`config.mk`:
```
export PLATFORM = sky130hd
export DESIGN_NAME = matrix_transpose_stream_flat
export DESIGN_NICKNAME = d
export VERILOG_FILES = /design/src/rtl/matrix_transpose_stream_pkg.sv /design/src/rtl/matrix_transpose_stream_if.sv /design/src/rtl/matrix_transpose_stream_bank.sv /design/src/rtl/matrix_transpose_stream.sv /design/src/flat_wrapper.sv
export SDC_FILE = /design/constraint.sdc
export NUM_CORES = 1
export LEC_CHECK = 0
export CELL_PAD_IN_SITES_DETAIL_PLACEMENT = 1
export CELL_PAD_IN_SITES_GLOBAL_PLACEMENT = 2
export CORE_ASPECT_RATIO = 1.4
export CORE_MARGIN = 2
export CORE_UTILIZATION = 40
export CTS_CLUSTER_DIAMETER = 200
export CTS_CLUSTER_SIZE = 28
export DETAILED_ROUTE_END_ITERATION = 8
export PLACE_DENSITY_LB_ADDON = 0.25
export RECOVER_POWER = 50
export SKIP_CTS_REPAIR_TIMING = 1
export SLEW_MARGIN = 40
export SYNTH_ARGS = -nofsm -noshare
export SYNTH_HDL_FRONTEND = slang
export SYNTH_HIERARCHICAL = 1
export SYNTH_SLANG_ARGS = --single-unit
```
`constraint.sdc`:
```
create_clock -name clk -period 1.65 [get_ports clk]
set_input_delay 0.165 -clock clk [delete_from_list [all_inputs] [get_ports clk]]
set_output_delay 0.165 -clock clk [all_outputs]
set_load 0.02 [all_outputs]
```
`src/rtl/matrix_transpose_stream_pkg.sv`:
```
// Shared widths and helpers for the streaming matrix transposer.
`timescale 1ns/1ps
package transpose_pkg;

    localparam int unsigned DEF_M          = 32'd2;
    localparam int unsigned DEF_N          = 32'd2;
    localparam int unsigned DEF_DATA_WIDTH = 32'd8;

    // A zero-width counter is illegal, so single-entry ranges still get one bit.
    function automatic int unsigned clog2_min1(input int unsigned value);
        return (value > 32'd1) ? $clog2(value) : 32'd1;
    endfunction

    localparam int unsigned DEF_ROW_W  = clog2_min1(DEF_M);
    localparam int unsigned DEF_COL_W  = clog2_min1(DEF_N);
    localparam int unsigned DEF_ADDR_W = clog2_min1(DEF_M * DEF_N);

endpackage

```
`src/rtl/matrix_transpose_stream_if.sv`:
```
// Element stream bundle: input handshake plus transposed output handshake.
`timescale 1ns/1ps
interface matrix_transpose_stream_if
    import transpose_pkg::*;
#(
    parameter int unsigned DATA_WIDTH = DEF_DATA_WIDTH
);
    logic                  in_valid;
    logic                  in_ready;
    logic [DATA_WIDTH-1:0] in_data;
    logic                  out_valid;
    logic                  out_ready;
    logic [DATA_WIDTH-1:0] out_data;
    logic                  out_last;

    modport slave (
        input  in_valid, in_data, out_ready,
        output in_ready, out_valid, out_data, out_last
    );

    modport master (
        output in_valid, in_data, out_ready,
        input  in_ready, out_valid, out_data, out_last
    );
endinterface

```
`src/rtl/matrix_transpose_stream_bank.sv`:
```
// One matrix bank: register array with a single write port and a combinational read mux.
`timescale 1ns/1ps
module transpose_bank
    import transpose_pkg::*;
#(
    parameter int unsigned DEPTH      = DEF_M * DEF_N,
    parameter int unsigned DATA_WIDTH = DEF_DATA_WIDTH,
    parameter int unsigned ADDR_W     = clog2_min1(DEPTH)
) (
    input  logic                  clk,
    input  logic                  we_i,
    input  logic [ADDR_W-1:0]     waddr_i,
    input  logic [DATA_WIDTH-1:0] wdata_i,
    input  logic [ADDR_W-1:0]     raddr_i,
    output logic [DATA_WIDTH-1:0] rdata_o
);
    logic [DATA_WIDTH-1:0] mem_q [DEPTH];

    // Element storage; contents deliberately survive reset, validity is tracked by the full flags.
    always_ff @(posedge clk) begin
        if (we_i) begin
            mem_q[waddr_i] <= wdata_i;
        end
    end

    // Read mux, guarded for depths that are not a power of two.
    always_comb begin
        if (32'(raddr_i) < DEPTH) begin
            rdata_o = mem_q[raddr_i];
        end else begin
            rdata_o = {DATA_WIDTH{1'b0}};
        end
    end
endmodule

```
`src/rtl/matrix_transpose_stream.sv`:
```
// Ping-pong streaming transposer: row-major M x N in, row-major N x M out, one element per cycle.
`timescale 1ns/1ps
module matrix_transpose_stream
    import transpose_pkg::*;
#(
    parameter int unsigned M          = DEF_M,
    parameter int unsigned N          = DEF_N,
    parameter int unsigned DATA_WIDTH = DEF_DATA_WIDTH
) (
    input  logic                     clk,
    input  logic                     rst_n,
    matrix_transpose_stream_if.slave bus_io
);
    localparam int unsigned ROW_W  = clog2_min1(M);
    localparam int unsigned COL_W  = clog2_min1(N);
    localparam int unsigned DEPTH  = M * N;
    localparam int unsigned ADDR_W = clog2_min1(DEPTH);

    localparam logic [ROW_W-1:0]  ROW_MAX = ROW_W'(M - 32'd1);
    localparam logic [COL_W-1:0]  COL_MAX = COL_W'(N - 32'd1);
    localparam logic [ADDR_W-1:0] N_ADDR  = ADDR_W'(N);

    logic [1:0]       full_q,   full_d;
    logic             wr_sel_q, wr_sel_d;
    logic             rd_sel_q, rd_sel_d;
    logic [ROW_W-1:0] wr_row_q, wr_row_d, rd_row_q, rd_row_d;
    logic [COL_W-1:0] wr_col_q, wr_col_d, rd_col_q, rd_col_d;

    logic                  in_ready_s, out_valid_s, out_last_s;
    logic                  wr_fire_s, rd_fire_s, wr_last_s;
    logic [ADDR_W-1:0]     wr_addr_s, rd_addr_s;
    logic [DATA_WIDTH-1:0] rdata0_s, rdata1_s, out_data_s;

    assign in_ready_s  = ~full_q[wr_sel_q];
    assign out_valid_s = full_q[rd_sel_q];
    assign wr_fire_s   = bus_io.in_valid & in_ready_s;
    assign rd_fire_s   = out_valid_s & bus_io.out_ready;
    assign wr_last_s   = (wr_row_q == ROW_MAX) && (wr_col_q == COL_MAX);
    assign out_last_s  = out_valid_s && (rd_row_q == ROW_MAX) && (rd_col_q == COL_MAX);

    // Both sides address the bank in row-major layout; only the counter nesting differs.
    assign wr_addr_s = ADDR_W'(wr_row_q) * N_ADDR + ADDR_W'(wr_col_q);
    assign rd_addr_s = ADDR_W'(rd_row_q) * N_ADDR + ADDR_W'(rd_col_q);

    transpose_bank #(.DEPTH(DEPTH), .DATA_WIDTH(DATA_WIDTH), .ADDR_W(ADDR_W)) u_bank0 (
        .clk(clk), .we_i(wr_fire_s & ~wr_sel_q), .waddr_i(wr_addr_s),
        .wdata_i(bus_io.in_data), .raddr_i(rd_addr_s), .rdata_o(rdata0_s)
    );

    transpose_bank #(.DEPTH(DEPTH), .DATA_WIDTH(DATA_WIDTH), .ADDR_W(ADDR_W)) u_bank1 (
        .clk(clk), .we_i(wr_fire_s & wr_sel_q), .waddr_i(wr_addr_s),
        .wdata_i(bus_io.in_data), .raddr_i(rd_addr_s), .rdata_o(rdata1_s)
    );

    // Next-state control; set and clear of full flags always hit different banks.
    always_comb begin
        full_d   = full_q;
        wr_sel_d = wr_sel_q;
        rd_sel_d = rd_sel_q;
        wr_row_d = wr_row_q;
        wr_col_d = wr_col_q;
        rd_row_d = rd_row_q;
        rd_col_d = rd_col_q;
        if (wr_fire_s) begin
            if (wr_last_s) begin
                full_d[wr_sel_q] = 1'b1;
                wr_sel_d         = ~wr_sel_q;
                wr_row_d         = '0;
                wr_col_d         = '0;
            end else if (wr_col_q == COL_MAX) begin
                wr_col_d = '0;
                wr_row_d = wr_row_q + ROW_W'(1'b1);
            end else begin
                wr_col_d = wr_col_q + COL_W'(1'b1);
            end
        end else begin
            wr_sel_d = wr_sel_q;
        end
        if (rd_fire_s) begin
            if (out_last_s) begin
                full_d[rd_sel_q] = 1'b0;
                rd_sel_d         = ~rd_sel_q;
                rd_row_d         = '0;
                rd_col_d         = '0;
            end else if (rd_row_q == ROW_MAX) begin
                rd_row_d = '0;
                rd_col_d = rd_col_q + COL_W'(1'b1);
            end else begin
                rd_row_d = rd_row_q + ROW_W'(1'b1);
            end
        end else begin
            rd_sel_d = rd_sel_q;
        end
    end

    // Control state with synchronous reset that discards every buffered matrix.
    always_ff @(posedge clk) begin
        if (!rst_n) begin
            full_q   <= 2'b00;
            wr_sel_q <= 1'b0;
            rd_sel_q <= 1'b0;
            wr_row_q <= '0;
            wr_col_q <= '0;
            rd_row_q <= '0;
            rd_col_q <= '0;
        end else begin
            full_q   <= full_d;
            wr_sel_q <= wr_sel_d;
            rd_sel_q <= rd_sel_d;
            wr_row_q <= wr_row_d;
            wr_col_q <= wr_col_d;
            rd_row_q <= rd_row_d;
            rd_col_q <= rd_col_d;
        end
    end

    // Output element selection from the bank being drained.
    always_comb begin
        if (rd_sel_q) begin
            out_data_s = rdata1_s;
        end else begin
            out_data_s = rdata0_s;
        end
    end

    assign bus_io.in_ready  = in_ready_s;
    assign bus_io.out_valid = out_valid_s;
    assign bus_io.out_data  = out_data_s;
    assign bus_io.out_last  = out_last_s;
endmodule

```
`src/flat_wrapper.sv`:
```
// flat-port wrapper written by rule: the top's interface ports become plain ports
module matrix_transpose_stream_flat import transpose_pkg::*;
#(
    parameter int unsigned M          = DEF_M,
    parameter int unsigned N          = DEF_N,
    parameter int unsigned DATA_WIDTH = DEF_DATA_WIDTH
)
  (clk, rst_n, bus_io_in_valid, bus_io_in_data, bus_io_out_ready, bus_io_in_ready, bus_io_out_valid, bus_io_out_data, bus_io_out_last);
  matrix_transpose_stream_if #(.DATA_WIDTH(DATA_WIDTH)) bus_io_i ();
  input  logic clk;
  input  logic rst_n;
  input wire logic [$bits(bus_io_i.in_valid)-1:0] bus_io_in_valid;
  input wire logic [$bits(bus_io_i.in_data)-1:0] bus_io_in_data;
  input wire logic [$bits(bus_io_i.out_ready)-1:0] bus_io_out_ready;
  output wire logic [$bits(bus_io_i.in_ready)-1:0] bus_io_in_ready;
  output wire logic [$bits(bus_io_i.out_valid)-1:0] bus_io_out_valid;
  output wire logic [$bits(bus_io_i.out_data)-1:0] bus_io_out_data;
  output wire logic [$bits(bus_io_i.out_last)-1:0] bus_io_out_last;
  assign bus_io_i.in_valid = bus_io_in_valid;
  assign bus_io_i.in_data = bus_io_in_data;
  assign bus_io_i.out_ready = bus_io_out_ready;
  assign bus_io_in_ready = bus_io_i.in_ready;
  assign bus_io_out_valid = bus_io_i.out_valid;
  assign bus_io_out_data = bus_io_i.out_data;
  assign bus_io_out_last = bus_io_i.out_last;
  matrix_transpose_stream #(.M(M), .N(N), .DATA_WIDTH(DATA_WIDTH)) u_core (.clk(clk), .rst_n(rst_n), .bus_io(bus_io_i));
endmodule
```
==> metrics, run 1 <==
synth unique cells 24; # IOs 23; GR Overflow Total 0; final hold violations 0; Critical Path AT 1.84 ns; total power 0.003873 W; routed wire length 5.760 mm; routed len/inst 19.59 µm; worst-path cell chain clkbuf_16 -> mux4_2 -> mux2_4 -> buf_6; hpwl dp 4.152 mm; combinational family with the most area after synthesis multiplexers; Post-Syn Area 0.002865 mm²; Root Driver clkbuf_8; # fillers 669; post-synthesis mux area share 18.12%; WP buf/inv 2; Synth Area in Simple Gates 5.983%; htree depth 3; post-DR vias/cell 5.099; initial antenna violation count 0; WS Path Type reg -> out; syn avg cell area 19.90 µm²; slew at the pin closest to its max-slew limit 0.4347 ns; GRT Util Overall 16.25%; status complete, but fails checks; Critical-path top delay cell mux4_2; Max Freq 499.6 MHz; initial core utilization 41.31%; clk slew on worst S/H paths 0.07 ns; Design Area, Final 0.003679 mm²; CTS tree yes; GRT met3 Usage 4.748%; yosys warns 6; CTS Buf Count 9; total die area 0.007866 mm²; most frequent cells in the layout 64 x edfxtp_1, 17 x buf_4, 16 x mux4_2; final worst path period need 2.001 ns; # nets final 207; Site Rows 36; Max-slew headroom 70.98%; die width 75.53 µm; Final ANT Viol Nets 0; crit path launch type flop; gpl congestion 0.7162; Seq. cell area 0.002090 mm²; DRC Markers 0; P per Cell Area 1053 mW/mm²; Critical Path End Type output port; area of the multi-input gates 748.2 µm²; adder-cell share of the synthesized area 0%; antenna fix cells 0; core area 0.006937 mm²; post-synthesis compound-gate area fraction 1.397%; DP Area 0.003405 mm²; most common cell after layout, fill and taps aside edfxtp_1; met2 GRT Util 26.15%; register bit total from synthesis 72; first-pass GRT wire length 8.976 mm; worst-path fanout max 8; Clock Path Buffers 2; share of cells above drive strength 1 38.69%; number of global-route vias before repair 1654; I/O Buffers 22; Pre-antenna DRT Iters 4; max-cap violations 0; grt peak-use layer met2; Clock Sinks 72; Final setup viols 8; crit share post-route 121.3%; clk_lat worst skew 0.33 ns; Setup Skew 0.01020 ns; setup ws final -0.3515 ns; DRT iter0 DRCs 88; Setup TNS -2.673 ns; die height 104.1 µm; failing checks negative setup slack; RSZ-0062 raised after global routing true; final-report max-slew violation count 0; sequential area share after synthesis 72.66%; Max stage delay on crit path 0.51 ns; CP top delay family multiplexers; VDD IR max 491.1 µV; Syn Nets 156; leakage 1.316 nW; Hold WC Path Type in -> reg; area grow syn2layout 28.38%; Cells after Synth 144; critical path required time 1.48 ns; largest net degree at the start of global routing 17; met1 Track Usage GR 19.55%; XOR/XNOR Fraction of Synth Area 0%; vias post-DR 1499
[power by group]
group	switching (W)	internal [W]	leakage [nW]
clock network	0.000613	0.000993	0.119
registers	0.0000247	0.00202	0.648
logic	0.000108	0.000112	0.549
total	0.000745	0.00313	1.32
[through the flow]
| stage | utilization (%) | worst slack (ns) | hold WS, ns | cells |
|---|---|---|---|---|
| floorplan | - | 0.08989 | 0.2639 | 144 |
| CTS | 52.44 | -0.8464 | 0.4936 | 293 |
| global route | 53.03 | -0.4160 | 0.5224 | 294 |
| global placement | 49.08 | -0.4486 | 0.5577 | 278 |
| finish | 53.03 | -0.3515 | 0.5181 | 294 |
| detailed placement | 49.08 | -0.4559 | 0.5695 | 278 |
[final timing paths]
check,startpoint,end,slack (ns),cells after the start
worst max register to register,u_core/wr_sel_q$_SDFFE_PN0P_,u_core/u_bank0/mem_q[0][5]$_DFFE_PP_,0.20,4
worst max-delay path,u_core/rd_col_q$_SDFFE_PN0P_,bus_io_out_data[2],-0.35,4
worst min-delay path,bus_io_out_ready,u_core/rd_row_q$_SDFFE_PN0P_,0.52,3
worst min register to register,u_core/full_q[1]$_SDFF_PN0_,u_core/full_q[1]$_SDFF_PN0_,0.57,2
[flip-flops by register name, indices dropped and copies added, names as in the netlist]
signal,flops
u_core/wr_row_q,1
u_core/rd_col_q,1
u_core/rd_row_q,1
u_core/u_bank0/mem_q,32
u_core/wr_col_q,1
u_core/u_bank1/mem_q,32
u_core/rd_sel_q,1
u_core/full_q,2
u_core/wr_sel_q,1
[cell type report]
| cell class | instances | share of cell area [%] |
|---|---|---|
| repair buffers | 46 | 13.10 |
| clock buffers | 9 | 3.367 |
| well taps | 95 | 3.231 |
| clock inverters | 6 | 2.959 |
| flip-flops and latches | 72 | 56.80 |
| inverters | 2 | 0.2041 |
| multi-input cells | 64 | 20.34 |
[cell usage after synthesis]
cell      number  area (µm²)
nand3_1        4       20.02
dfxtp_1        8       160.2
a21oi_1        2       10.01
nand2_1        6       22.52
edfxtp_1      64        1922
o221a_2        2       22.52
clkbuf_2       2       10.01
mux2i_1        4       40.04
and3_2         1       7.510
buf_4          1       7.510
buf_6          2       22.52
buf_2          1       5.000
inv_1          2       7.510
mux4_2        16       360.4
and3_1         3       18.77
nand4_1        2       12.51
nor3b_1        3       22.52
mux2_4         1       15.01
mux2_2         8       90.09
nor2_1         2       7.510
and3b_1        4       35.03
o31ai_1        1       7.510
mux2i_2        1       13.76
nand2b_1       4       25.02
[layer usage]
layer / part of all wire (%) / wire length, µm / vias up
li1: - / - / 691
met3: 3.6 / 209 / 14
met5: 0 / 0 / -
met2: 55 / 3143 / 39
met1: 39 / 2236 / 755
met4: 3.0 / 171 / 0
[logic make-up after synthesis]
logic type / after synthesis
buffers and inverters: 8
AOI/OAI and AO/OA: 5
muxes: 30
and+or+nand+nor: 29
DFF: 72
[tightest hold or removal path, stage by stage]
cell and delay, ns:
clkdlybuf4s50_1 0.46, nand2_1 0.11, mux2i_1 0.07
Note: power is estimated with default switching activity, not from simulation.
==> run 2, diff against run 1 <==
--- a/config.mk
+++ b/config.mk
@@ -11,11 +11,12 @@
 export CORE_MARGIN = 2
 export CORE_UTILIZATION = 40
 export CTS_CLUSTER_DIAMETER = 200
-export CTS_CLUSTER_SIZE = 28
+export CTS_CLUSTER_SIZE = 25
 export DETAILED_ROUTE_END_ITERATION = 8
 export PLACE_DENSITY_LB_ADDON = 0.25
 export RECOVER_POWER = 50
 export SKIP_CTS_REPAIR_TIMING = 1
+export SKIP_LAST_GASP = 1
 export SLEW_MARGIN = 40
 export SYNTH_ARGS = -nofsm -noshare
 export SYNTH_HDL_FRONTEND = slang
==> results of run 2 <==
No change in the layout: final DEF, timing and power equal those of run 1.
==> run 3, diff against run 2 <==
--- a/config.mk
+++ b/config.mk
@@ -13,6 +13,7 @@
 export CTS_CLUSTER_DIAMETER = 200
 export CTS_CLUSTER_SIZE = 25
 export DETAILED_ROUTE_END_ITERATION = 8
+export GPL_TIMING_DRIVEN = 0
 export PLACE_DENSITY_LB_ADDON = 0.25
 export RECOVER_POWER = 50
 export SKIP_CTS_REPAIR_TIMING = 1
==> metrics, run 3 (synthesis results as in run 1) <==
status complete, but fails checks; failing checks negative setup slack; setup ws final -0.3768 ns; share of cells above drive strength 1 34.43%; WP buf/inv 2; Root Driver clkbuf_8; Final ANT Viol Nets 0; largest net degree at the start of global routing 14; DRT iter0 DRCs 132; initial antenna violation count 0; crit share post-route 122.8%; slew at the pin closest to its max-slew limit 0.5602 ns; worst-path fanout max 8; area grow syn2layout 20.96%; min-delay src rst_n; total die area 0.007866 mm²; CP top delay family multiplexers; worst-path cell chain buf_12 -> mux4_2 -> mux2_4 -> buf_6; clk slew on worst S/H paths 0.07 ns; I/O Buffers 22; routed len/inst 21.14 µm; most frequent cells in the layout 64 x edfxtp_1, 16 x mux4_2, 9 x clkbuf_8; Max stage delay on crit path 0.52 ns; routed wire length 5.877 mm; Critical-path top delay cell mux4_2; Max Freq 493.4 MHz; reg-to-reg critical path endpoint u_core/u_bank1/mem_q[0][5]$_DFFE_PP_; gpl congestion 0.6832; pre-CTS setup slack -0.6167 ns; clk_lat worst skew 0.35 ns; Clock Path Buffers 2; GR Overflow Total 0; die height 104.1 µm; Critical Path End Type output port; # IOs 23; # nets final 190; Pre-antenna DRT Iters 4; WS Path Type reg -> out; CTS tree yes; vias post-DR 1469; first-pass GRT wire length 9.045 mm; RSZ-0062 raised after global routing true; Critical Path AT 1.86 ns; core area 0.006937 mm²; # fillers 680; Final setup viols 8; WHS Path Cells 3; worst r2r path cells 2; initial core utilization 41.31%; P per Cell Area 984.5 mW/mm²; number of global-route vias before repair 1579; antenna fix cells 0; VDD IR max 381.4 µV; CTS Buf Count 9; final hold slack 0.4154 ns; worst r2r src u_core/wr_sel_q$_SDFFE_PN0P_; DRC Markers 0; final worst path period need 2.027 ns; hpwl dp 3.993 mm; Max-slew headroom 62.61%; GRT Util Overall 16.70%; Setup Skew 0.005919 ns; Clock Sinks 72; htree depth 3; max-cap violations 0; Site Rows 36; crit path launch type flop; leakage 1.177 nW; hold endpoint u_core/wr_col_q$_SDFFE_PN0N_; biggest regs u_core/u_bank0/mem_q: 32 flops, u_core/u_bank1/mem_q: 32 flops, u_core/full_q: 2 flops; critical path required time 1.48 ns; post-DR vias/cell 5.284; die width 75.53 µm; Hold WC Path Type in -> reg; final-report max-slew violation count 0; final hold violations 0; most common cell after layout, fill and taps aside edfxtp_1; r2r setup slk 0.10 ns
run 3: changes by cell type in the layout (fill, tap and decap cells not counted), sizes merged:
cell	previous run	this run
dlymetal6s2s	3	2
clkinv	3	6
buf	28	13
bufinv	3	0
run 3: where the power goes:
part,leakage (nW),switching (W),total (W),internal (W)
sequential,0.648,0.0000263,0.00205,0.00203
clock,0.0823,0.000612,0.00113,0.000522
combinational,0.447,0.000110,0.000227,0.000117
run 3: worst register-to-register path, cell delays in order, from the launching register on:
cell,delay [ns]
dfxtp_1,0.43
and3_2,0.25
nor3b_4,0.51
run 3: final cells by class:
| class | instances | area [µm²] | area share [%] |
|---|---|---|---|
| clock inverters | 6 | 26.28 | 0.7581 |
| multi-input cells | 64 | 779.5 | 22.49 |
| plain buffers | 6 | 67.56 | 1.949 |
| clock buffers | 10 | 127.6 | 3.682 |
| well taps | 95 | 118.9 | 3.430 |
| repair buffers | 23 | 250.2 | 7.220 |
| inverters | 2 | 7.507 | 0.2166 |
| flip-flops and latches | 72 | 2088 | 60.25 |
run 3: how the worst max path moves through the flow:
stage,start,depth (start not counted),slack (ns),endpoint
CTS,u_core/rd_col_q$_SDFFE_PN0P_,4,-0.97,bus_io_out_data[5]
detailed placement,bus_io_in_valid,3,-0.62,u_core/u_bank0/mem_q[0][4]$_DFFE_PP_
global placement,bus_io_in_valid,3,-0.57,u_core/u_bank0/mem_q[0][5]$_DFFE_PP_
finish,u_core/rd_col_q$_SDFFE_PN0P_,4,-0.38,bus_io_out_data[4]
floorplan,u_core/rd_col_q$_SDFFE_PN0P_,3,0.09,bus_io_out_data[0]
global route,u_core/rd_col_q$_SDFFE_PN0P_,4,-0.44,bus_io_out_data[1]
run 3: routing by layer:
layer,share of wire [%],vias to the layer above,global-route usage [%]
li1,-,655,-
met1,39,761,20.12
met2,54,40,26.71
met3,4.5,13,5.329
met4,2.4,0,7.519
met5,0,-,0
run 3: stage by stage:
stage	cell area [µm²]	setup TNS [ns]	instances	utilization, %	power, W
after detailed placement	3214	-24.83	261	46.34	0.002297
after CTS	3368	-11.31	277	48.56	0.003425
final	3466	-2.854	278	49.96	0.003412
after floorplan	2875	0	144	-	0.002179
after global placement	3214	-22.00	261	46.34	0.002283
after global routing	3466	-3.327	278	49.96	0.003545
